<file path="src/rtl/fetch_stage.sv">
`default_nettype none
// ============================================================================
//  Module   : fetch_stage
//  Purpose  : Instruction-fetch stage. Owns the program counter, reads
//             instruction memory over a req/ack handshake and hands
//             instr_f / increPC_f / nop_D to decode. A one-entry skid
//             buffer absorbs an instruction that returns while decode is
//             stalled; redirects squash in-flight fetches.
//  Ports    : clk, rst (async, active-high)
//             stall_f                       - decode back-pressure
//             redirect_valid, redirect_pc   - taken jmp/branch target
//             imem_req, imem_addr           - read request (registered)
//             imem_ack, imem_rdata          - read completion / data
//             instr_f, increPC_f, nop_D     - outputs to decode
//  Revision : 1.0  initial release
// ============================================================================
module fetch_stage #(
    parameter int             INSTR_W  = 24,
    parameter int             PC_W     = 8,
    parameter logic [PC_W-1:0] RESET_PC = '0
) (
    input  logic               clk,
    input  logic               rst,
    input  logic               stall_f,
    input  logic               redirect_valid,
    input  logic [PC_W-1:0]    redirect_pc,
    output logic               imem_req,
    output logic [PC_W-1:0]    imem_addr,
    input  logic               imem_ack,
    input  logic [INSTR_W-1:0] imem_rdata,
    output logic [INSTR_W-1:0] instr_f,
    output logic [PC_W-1:0]    increPC_f,
    output logic               nop_D
);

    localparam logic [PC_W-1:0] c_one = PC_W'(1);

    // FETCH : request outstanding at r_pc
    // HELD  : skid buffer full, no request issued
    // FLUSH : stale request outstanding, its data will be thrown away
    typedef enum logic [1:0] {
        S_FETCH = 2'd0,
        S_HELD  = 2'd1,
        S_FLUSH = 2'd2
    } state_t;

    state_t               r_state;
    logic [PC_W-1:0]      r_pc;
    logic [PC_W-1:0]      r_addr;
    logic                 r_req;
    logic [INSTR_W-1:0]   r_instr;
    logic [PC_W-1:0]      r_incr;
    logic                 r_nop;
    logic [INSTR_W-1:0]   r_skid_instr;
    logic [PC_W-1:0]      r_skid_incr;

    logic                 w_ack;
    logic [PC_W-1:0]      w_pc_inc;

    // An ack only counts against a request that is actually on the bus.
    assign w_ack    = imem_ack & r_req;
    assign w_pc_inc = r_pc + c_one;

    always_ff @(posedge clk or posedge rst) begin
        if (rst) begin
            r_state      <= S_FETCH;
            r_pc         <= RESET_PC;
            r_addr       <= RESET_PC;
            r_req        <= 1'b0;
            r_instr      <= '0;
            r_incr       <= '0;
            r_nop        <= 1'b1;
            r_skid_instr <= '0;
            r_skid_incr  <= '0;
        end else begin
            case (r_state)
                S_FETCH: begin
                    if (redirect_valid) begin
                        r_nop <= 1'b1;
                        r_pc  <= redirect_pc;
                        r_req <= 1'b1;
                        if (r_req && !w_ack) begin
                            // Request still pending: address must stay put
                            // until memory answers, then that data is dropped.
                            r_state <= S_FLUSH;
                        end else begin
                            r_addr <= redirect_pc;
                        end
                    end else if (w_ack) begin
                        r_pc <= w_pc_inc;
                        if (stall_f) begin
                            r_skid_instr <= imem_rdata;
                            r_skid_incr  <= w_pc_inc;
                            r_req        <= 1'b0;
                            r_state      <= S_HELD;
                        end else begin
                            r_instr <= imem_rdata;
                            r_incr  <= w_pc_inc;
                            r_nop   <= 1'b0;
                            r_addr  <= w_pc_inc;
                            r_req   <= 1'b1;
                        end
                    end else begin
                        // No completion: keep (or start) the request at pc.
                        r_req  <= 1'b1;
                        r_addr <= r_pc;
                        if (!stall_f) begin
                            r_nop <= 1'b1;
                        end
                    end
                end

                S_HELD: begin
                    if (redirect_valid) begin
                        r_nop   <= 1'b1;
                        r_pc    <= redirect_pc;
                        r_addr  <= redirect_pc;
                        r_req   <= 1'b1;
                        r_state <= S_FETCH;
                    end else if (!stall_f) begin
                        // Present the buffered word and restart fetching
                        // at the already-advanced pc in the same edge.
                        r_instr <= r_skid_instr;
                        r_incr  <= r_skid_incr;
                        r_nop   <= 1'b0;
                        r_addr  <= r_pc;
                        r_req   <= 1'b1;
                        r_state <= S_FETCH;
                    end
                end

                S_FLUSH: begin
                    r_nop <= 1'b1;
                    if (redirect_valid) begin
                        r_pc <= redirect_pc;
                    end
                    if (w_ack) begin
                        r_addr  <= redirect_valid ? redirect_pc : r_pc;
                        r_req   <= 1'b1;
                        r_state <= S_FETCH;
                    end
                end

                default: begin
                    r_state <= S_FETCH;
                    r_nop   <= 1'b1;
                    r_addr  <= r_pc;
                    r_req   <= 1'b1;
                end
            endcase
        end
    end

    assign imem_req  = r_req;
    assign imem_addr = r_addr;
    assign instr_f   = r_instr;
    assign increPC_f = r_incr;
    assign nop_D     = r_nop;

endmodule
`default_nettype wire

</file>
<file path="config.mk">
export PLATFORM = sky130hd
export DESIGN_NAME = fetch_stage
export DESIGN_NICKNAME = d
export VERILOG_FILES = /design/src/rtl/fetch_stage.sv
export SDC_FILE = /design/constraint.sdc
export NUM_CORES = 1
export LEC_CHECK = 0
export ABC_AREA = 0
export BUFFER_PORTS_ARGS = -buffer_cell sky130_fd_sc_hd__buf_2
export CAP_MARGIN = 20
export CORE_ASPECT_RATIO = 0.6
export CORE_MARGIN = 1
export CORE_UTILIZATION = 43
export DETAILED_ROUTE_END_ITERATION = 8
export GPL_TIMING_DRIVEN = 0
export MAX_ROUTING_LAYER = met4
export PLACE_DENSITY = 0.77
export SYNTH_ARGS = -nofsm -noshare
export SYNTH_HDL_FRONTEND = slang
export SYNTH_SLANG_ARGS = --single-unit
</file>
<file path="constraint.sdc">
create_clock -name clk -period 2.4 [get_ports clk]
set_input_delay 0.12 -clock clk [delete_from_list [all_inputs] [get_ports clk]]
set_output_delay 0.12 -clock clk [all_outputs]
set_load 0.1 [all_outputs]
</file>
==> impl_metrics.toml, run 1 <==
[synth]
async_flop_share_pct = 100
ys.flop_type = "dfrtp_1"
ys_warn_count = 0
synth_area_leaders = "dfrtp_1, mux2_2, mux2i_1"
synth_seq_cells = 84
syn-num-nets = 430
synth_cells = 388
synth_top_area_share_pct = 49.3
postSynthAreaPerCell_um2 = 10.9
synth_cell_types = 52
synth-edff-count = 0
syn_area_um2 = 4210
ys_seq_area_share_pct = 49.9
yosys.area.top_type = "dfrtp_1"

[final_layout]
fin_area_um2 = 5150
regArea_um2 = 2100
area_growth_pct = 22.1
final_cell_count_no_fill = 613
final_cell_mix = "buf_2, dfrtp_1, nand2_1"
multi_input_area_um2 = 1920
final_util_pct = 55.0
fin_nets = 520
drive_gt1_share_pct = 36.6
final_common_cell = "buf_2"
diodes = 0
nFillCells = 854

[critical_path]
worstPathArrival_ps = 2440
critPathSlowestCell = "dfrtp_1"
crit_cells = 8
crit_buf_inv = 3
worstPathCellList = "inv_1 -> ha_1 -> buf_2 -> and2b_4 -> and2_1 -> nand2_1 -> buf_2 -> mux2_2"
cp_top_family = "simple AND/OR/NAND/NOR gates"
crit_path_max_fanout = 10
startpoint_type = "flip-flop"
cpPeakStageDelay_ps = 410
cp-end-kind = "flip-flop"
rr_worst_depth = 8
cpMostUsedCell = "buf_2"
cp.required_ps = 2610
critical_path_class = "reg2reg"

[clocking]
post_cts_buffers = 0
cts-buffers-inserted = 9
clockRootBuffer = "clkbuf_16"
cts_tree = "done"
clock_sinks = 84
clk_pin_slew_ps = 70
htree_num_levels = 3
cts_buffer_depth = 2
clk_latency_ps = 340

[floorplanning]
rows = 27
dieHeight_um = 78.7
start_util_pct = 45.0
core_area_um2 = 9360
die_width_um = 130
io_pins = 79
die_area_um2 = 10200

[placement]
io_buffers = 77
dp_hpwl_um = 7360
pre_cts_slack_ps = 94.0
dpl.cell_count = 596
placed_area_um2 = 4790
place_congestion = 0.994

[route]
vias_per_cell = 5.33
wl_um = 10000
vias = 3265
dr.pass1.iters = 5
antenna_left = 0
wire_per_inst_um = 16.4
drtIter0Drc = 271
drc = 0

[sta]
min_period_over_period_pct = 92.9
fmax_mhz = 449
period_minus_slack_ps = 2230
fin_worst_skew_ps = 10.3
relSlewSlack_pct = 48.9
worst_pin_slew_ps = 766
finalHoldViolCount = 0
worst_slack_ps = 172
final_max_slew_viol_count = 0
rsz0062_at_grt = "false"
setup_violations = 0

[run]
drv_cap = 0

[hold_path]
hold_class = "in2reg"
whs_path_depth = 2

[grt]
antenna_found_initial = 0
grt_pass1_vias = 3213
grtUsageTotal_pct = 21.6
grt_pass1_wl_um = 16200
grt_max_degree = 48
grt_overflow = 0

[status]
status = "complete, no violations"
-- per-stage QoR --
step | setup TNS, ps | hold slack (ps)
4_1_cts | 0 | 22.5
5_1_grt | 0 | 24.2
6_report | 0 | 32.4
3_5_place_dp | 0 | 199
2_1_floorplan | 0 | 269
3_3_place_gp | -69180 | 367
-- metal layers --
layer  up-vias  routed length, um  track usage (%)
met3         8                809             5.73
met4         0                 89             5.70
met1      1568               4760             30.3
met5         -                  0                -
li1       1551                  -                -
met2       138               4370             30.7
-- layout make-up --
class | instances | area share [%]
clock buffers | 13 | 5.25
plain buffers | 27 | 3.38
well taps | 130 | 3.16
flip-flops and latches | 84 | 40.9
inverters | 7 | 0.559
multi-input cells | 270 | 37.3
clock inverters | 3 | 1.31
repair buffers | 79 | 8.22
-- path summary, 6_finish.rpt --
kind | from | to | slack [ps]
setup / recovery | r_state[0] | r_skid_instr[16] | 170
hold / removal | imem_rdata[5] | r_skid_instr[5] | 30
setup reg to reg | r_state[0] | r_skid_instr[16] | 170
hold reg to reg | instr_f[23] | instr_f[23] | 470
max in group asynchronous | rst | nop_D | 1370
min in group asynchronous | rst | instr_f[19] | 380
-- Yosys cell counts, types with 2 or more instances --
master / count
dfrtp_1: 83
nand2_1: 50
o21ai_2: 29
mux2_2: 28
mux2i_1: 28
nor2_1: 24
a21oi_1: 19
o21ai_0: 18
buf_2: 10
clkbuf_1: 9
buf_6: 8
inv_1: 7
nand3_1: 7
ha_1: 5
xnor2_1: 5
a21o_1: 3
a31oi_1: 3
nor3_1: 3
o22ai_1: 3
or3_1: 3
xor2_1: 3
a221oi_1: 2
a222oi_1: 2
a32o_1: 2
and2_1: 2
and3_1: 2
nor2b_1: 2
nor4_1: 2
o211ai_1: 2
o21a_1: 2
-- state kept, by name (all words and copies together) (netlist names) --
| register | count |
|---|---|
| increPC_f | 8 |
| imem_req | 1 |
| r_pc | 8 |
| instr_f | 24 |
| r_skid_incr | 8 |
| r_skid_instr | 24 |
| nop_D | 1 |
| r_state | 2 |
| imem_addr | 8 |
-- what timing repair did --
action                                  4_1_cts  5_1_grt
hold buffers                                  1        0
endpoints found under the setup margin        0        1
hold endpoints to repair                     37        0
gates resized for setup                       0        1
-- kinds of logic after synthesis --
group,count (synthesis),share of synthesized area (%)
multiplexers,57,14.5
buffers and inverters,34,4.75
flip-flops,84,49.9
XOR/XNOR,8,1.66
AND/OR/NAND/NOR,102,10.8
adder cells (fa/ha/maj),5,1.48
AO/OA/AOI/OAI,98,16.9
Power of run 1 is left out: the tool's default activity adds up to more than one toggle a clock period on the data nets, which glitch-free logic cannot reach.
==> inputs of run 2 (changes only) <==
- HOLD_SLACK_MARGIN: default -> 0.08
==> run 2 against run 1 <==
  * Sequential share of layout area decreased by 1.8 points
  * Cell area increased by 4.7%
  * Fmax about the same
  * Non-clock buffer count increased by 24
  * Global-route usage increased by 0.46 points
  * Wire length increased by 1.9%
  * Clock skew decreased by 0.55 ps
  * Flip-flop and latch count unchanged
  * Utilization increased by 2.6 points
==> impl_metrics.toml, run 2 (synthesis gave the netlist of run 1 again) <==
[critical_path]
critical_path_class = "reg2reg"
cp-end-kind = "flip-flop"
cp.required_ps = 2620
crit_path_max_fanout = 7
startpoint_type = "flip-flop"
worstPathArrival_ps = 2450

[hold_path]
hold_class = "in2reg"

[sta]
finalHoldViolCount = 0
period_minus_slack_ps = 2230
fmax_mhz = 448
timing.setup.tns_ps = 0
hold_slack_ps = 89.6
rsz0062_at_grt = "false"
relSlewSlack_pct = 50.3
fin_worst_skew_ps = 9.76
min_period_over_period_pct = 92.9
setup_violations = 0
final_max_slew_viol_count = 0
worst_pin_slew_ps = 746

[route]
dr.pass1.iters = 5
wire_per_inst_um = 16.0
drtIter0Drc = 292
drc = 0
wl_um = 10200
antenna_left = 0
vias = 3353
vias_per_cell = 5.26

[floorplanning]
io_pins = 79
core_area_um2 = 9360
rows = 27
start_util_pct = 45.0
dieHeight_um = 78.7
die_width_um = 130
die_area_um2 = 10200

[final_layout]
area_growth_pct = 27.9
fin_area_um2 = 5390
diodes = 0
final_util_pct = 57.6
fin_nets = 544
drive_gt1_share_pct = 34.9
final_common_cell = "buf_2"
final_cell_mix = "buf_2, dfrtp_1, nand2_1"

[placement]
placed_area_um2 = 4790
dp_hpwl_um = 7360
place_congestion = 0.994
io_buffers = 77

[clocking]
clock_sinks = 84
clk_pin_slew_ps = 60
clk_latency_ps = 340
cts_tree = "done"
cts-buffers-inserted = 9
htree_num_levels = 3
clockRootBuffer = "clkbuf_16"
post_cts_buffers = 0
cts_buffer_depth = 2

[grt]
grt_pass1_wl_um = 16600
grt_pass1_vias = 3292
grtUsageTotal_pct = 22.1
grt_overflow = 0
antenna_found_initial = 0
grt_max_degree = 48

[run]
drv_cap = 0

[status]
status = "complete, no violations"
==> run 2: area by class of cell <==
| class | count | area (um^2) |
|---|---|---|
| Buffer | 27 | 174 |
| Clock inverter | 3 | 67.6 |
| Clock buffer | 13 | 270 |
| Inverter | 7 | 28.8 |
| Sequential cell | 84 | 2100 |
| Fill cell | 830 | 3970 |
| Timing Repair Buffer | 103 | 663 |
| Multi-Input combinational cell | 270 | 1920 |
| Tap cell | 130 | 163 |
==> run 2: worst paths after layout <==
path | from | endpoint | slack (ps) | cells after the start
setup / recovery | r_state[0] | imem_addr[5] | 170 | 7
hold / removal | redirect_pc[7] | imem_addr[7] | 90 | 3
setup reg to reg | r_state[0] | imem_addr[5] | 170 | 7
hold reg to reg | instr_f[23] | instr_f[23] | 470 | 2
max in group asynchronous | rst | nop_D | 1370 | 4
min in group asynchronous | rst | r_skid_instr[19] | 380 | 3
==> run 2: worst max-delay path, cell delays in order (launching register included) <==
cell	delay (ps)
dfrtp_1	410
inv_1	80
ha_1	400
nor2b_1	280
a211oi_4	440
o31ai_1	140
a221oi_1	260
a21oi_1	100
==> run 2: metal layers <==
metal	track usage, %	share of wire (%)
met1	30.6	48
met2	32.1	44
met3	5.59	6.8
met4	5.70	0.89
met5	-	0
==> run 2: what timing repair did <==
action / 4_1_cts / 5_1_grt
endpoints found under the hold margin: 70 / 0
setup endpoints to repair: 0 / 1
hold buffers: 25 / 0
gates resized for setup: 0 / 1
==> run 2: per-stage QoR <==
step	cells	worst slack [ps]
3_5_place_dp	596	94.0
5_1_grt	637	38.6
6_report	637	170
3_3_place_gp	595	-835
2_1_floorplan	388	117
4_1_cts	637	93.0
Power of run 2 is left out for the same reason.
==> inputs of run 3 (changes only) <==
- CTS_CLUSTER_SIZE: default -> 10
- PLACE_DENSITY: 0.77 -> 0.66
==> run 3 against run 2 <==
  * Register-to-register slack got worse by 70 ps
  * Worst setup slack got worse by 67 ps
  * Fmax fell by 2.9%
  * Sequential share of layout area rose by 0.054 points
==> impl_metrics.toml, run 3 (synthesis gave the netlist of run 1 again) <==
[status]
status = "complete, no violations"

[final_layout]
area_growth_pct = 27.7
final_common_cell = "buf_2"
fin_nets = 545
final_cell_mix = "buf_2, dfrtp_1, nand2_1"
drive_gt1_share_pct = 34.8
diodes = 0
final_cell_count_no_fill = 638

[route]
vias = 3315
wl_um = 9770
drtIter0Drc = 196
drc = 0
antenna_left = 0
dr.pass1.iters = 6
wire_per_inst_um = 15.3
vias_per_cell = 5.20

[placement]
io_buffers = 77
dp_hpwl_um = 7130
dpl.cell_count = 596
place_congestion = 0.900
pre_cts_slack_ps = 147

[floorplanning]
die_area_um2 = 10200
core_area_um2 = 9360
start_util_pct = 45.0
io_pins = 79
die_width_um = 130
dieHeight_um = 78.7
rows = 27

[grt]
antenna_found_initial = 0
grt_pass1_wl_um = 16400
grt_pass1_vias = 3203
grt_max_degree = 54
grt_overflow = 0
grtUsageTotal_pct = 21.8

[clocking]
clockRootBuffer = "clkbuf_16"
cts_resized = 0
cts_tree = "done"
clk_latency_ps = 330
post_cts_buffers = 0
htree_num_levels = 3
cts_hold_buf = 26
cts_buffer_depth = 2
clock_sinks = 84
cts-buffers-inserted = 9
clk_pin_slew_ps = 60

[critical_path]
worstPathArrival_ps = 2510
cp.required_ps = 2610
startpoint_type = "flip-flop"
critical_path_class = "reg2reg"
crit_path_max_fanout = 7
cp-end-kind = "flip-flop"

[sta]
worst_pin_slew_ps = 760
period_minus_slack_ps = 2300
relSlewSlack_pct = 49.3
final_max_slew_viol_count = 0
min_period_over_period_pct = 95.7
rsz0062_at_grt = "false"
hold_slack_ps = 108
finalHoldViolCount = 0
timing.setup.tns_ps = 0
fmax_mhz = 435
fin_worst_skew_ps = 6.66
setup_violations = 0
worst_slack_ps = 103

[run]
drv_cap = 0

[hold_path]
hold_class = "in2reg"
-- run 3: cell count changes in the layout (fill, tap and decap cells not counted) --
| cell | change |
|---|---|
| clkbuf_8 | -2 |
| a211oi_2 | +1 |
| a211oi_4 | -1 |
| clkinv_4 | +2 |
| dlygate4sd3_1 | +1 |
-- run 3: through the flow --
step / utilization, % / cell area [um^2]
after floorplan: - / 4210
after global placement: 50.9 / 4760
after detailed placement: 51.2 / 4790
after global routing: 57.5 / 5380
after CTS: 57.5 / 5380
final: 57.5 / 5380
-- run 3: layout make-up --
type                    instances  area [um^2]
plain buffers                  27          174
clock buffers                  11          243
clock inverters                 5         85.1
fillers                       798         3980
inverters                       7         28.8
multi-input cells             270         1910
flip-flops and latches         84         2100
well taps                     130          163
repair buffers                104          673
-- run 3: worst paths after layout --
check / from / to / slack [ps] / cells past startpoint
setup / recovery: r_state[0] / imem_addr[5] / 100 / 7
hold / removal: redirect_pc[2] / r_pc[2] / 110 / 3
setup reg to reg: r_state[0] / imem_addr[5] / 100 / 7
hold reg to reg: instr_f[18] / instr_f[18] / 470 / 2
max in group asynchronous: rst / nop_D / 1430 / 4
min in group asynchronous: rst / r_skid_instr[7] / 350 / 3
-- run 3: routing by layer --
| metal | share of wire [%] | global-route usage [%] | routed length (um) | vias to the layer above |
|---|---|---|---|---|
| met2 | 42 | 29.8 | 4080 | 110 |
| met3 | 6.3 | 6.13 | 618 | 4 |
| met5 | 0 | - | 0 | - |
| li1 | - | - | - | 1614 |
| met1 | 52 | 31.9 | 5050 | 1587 |
| met4 | 0.30 | 4.42 | 29 | 0 |
-- run 3: critical path, cell delays in order, from the launching register on --
cell and delay (ps):
dfrtp_1 400, inv_1 80, ha_1 380, nor2b_1 250, a211oi_2 520, o31ai_1 150, a221oi_1 270, a21oi_1 100
Power of run 3 is left out for the same reason.
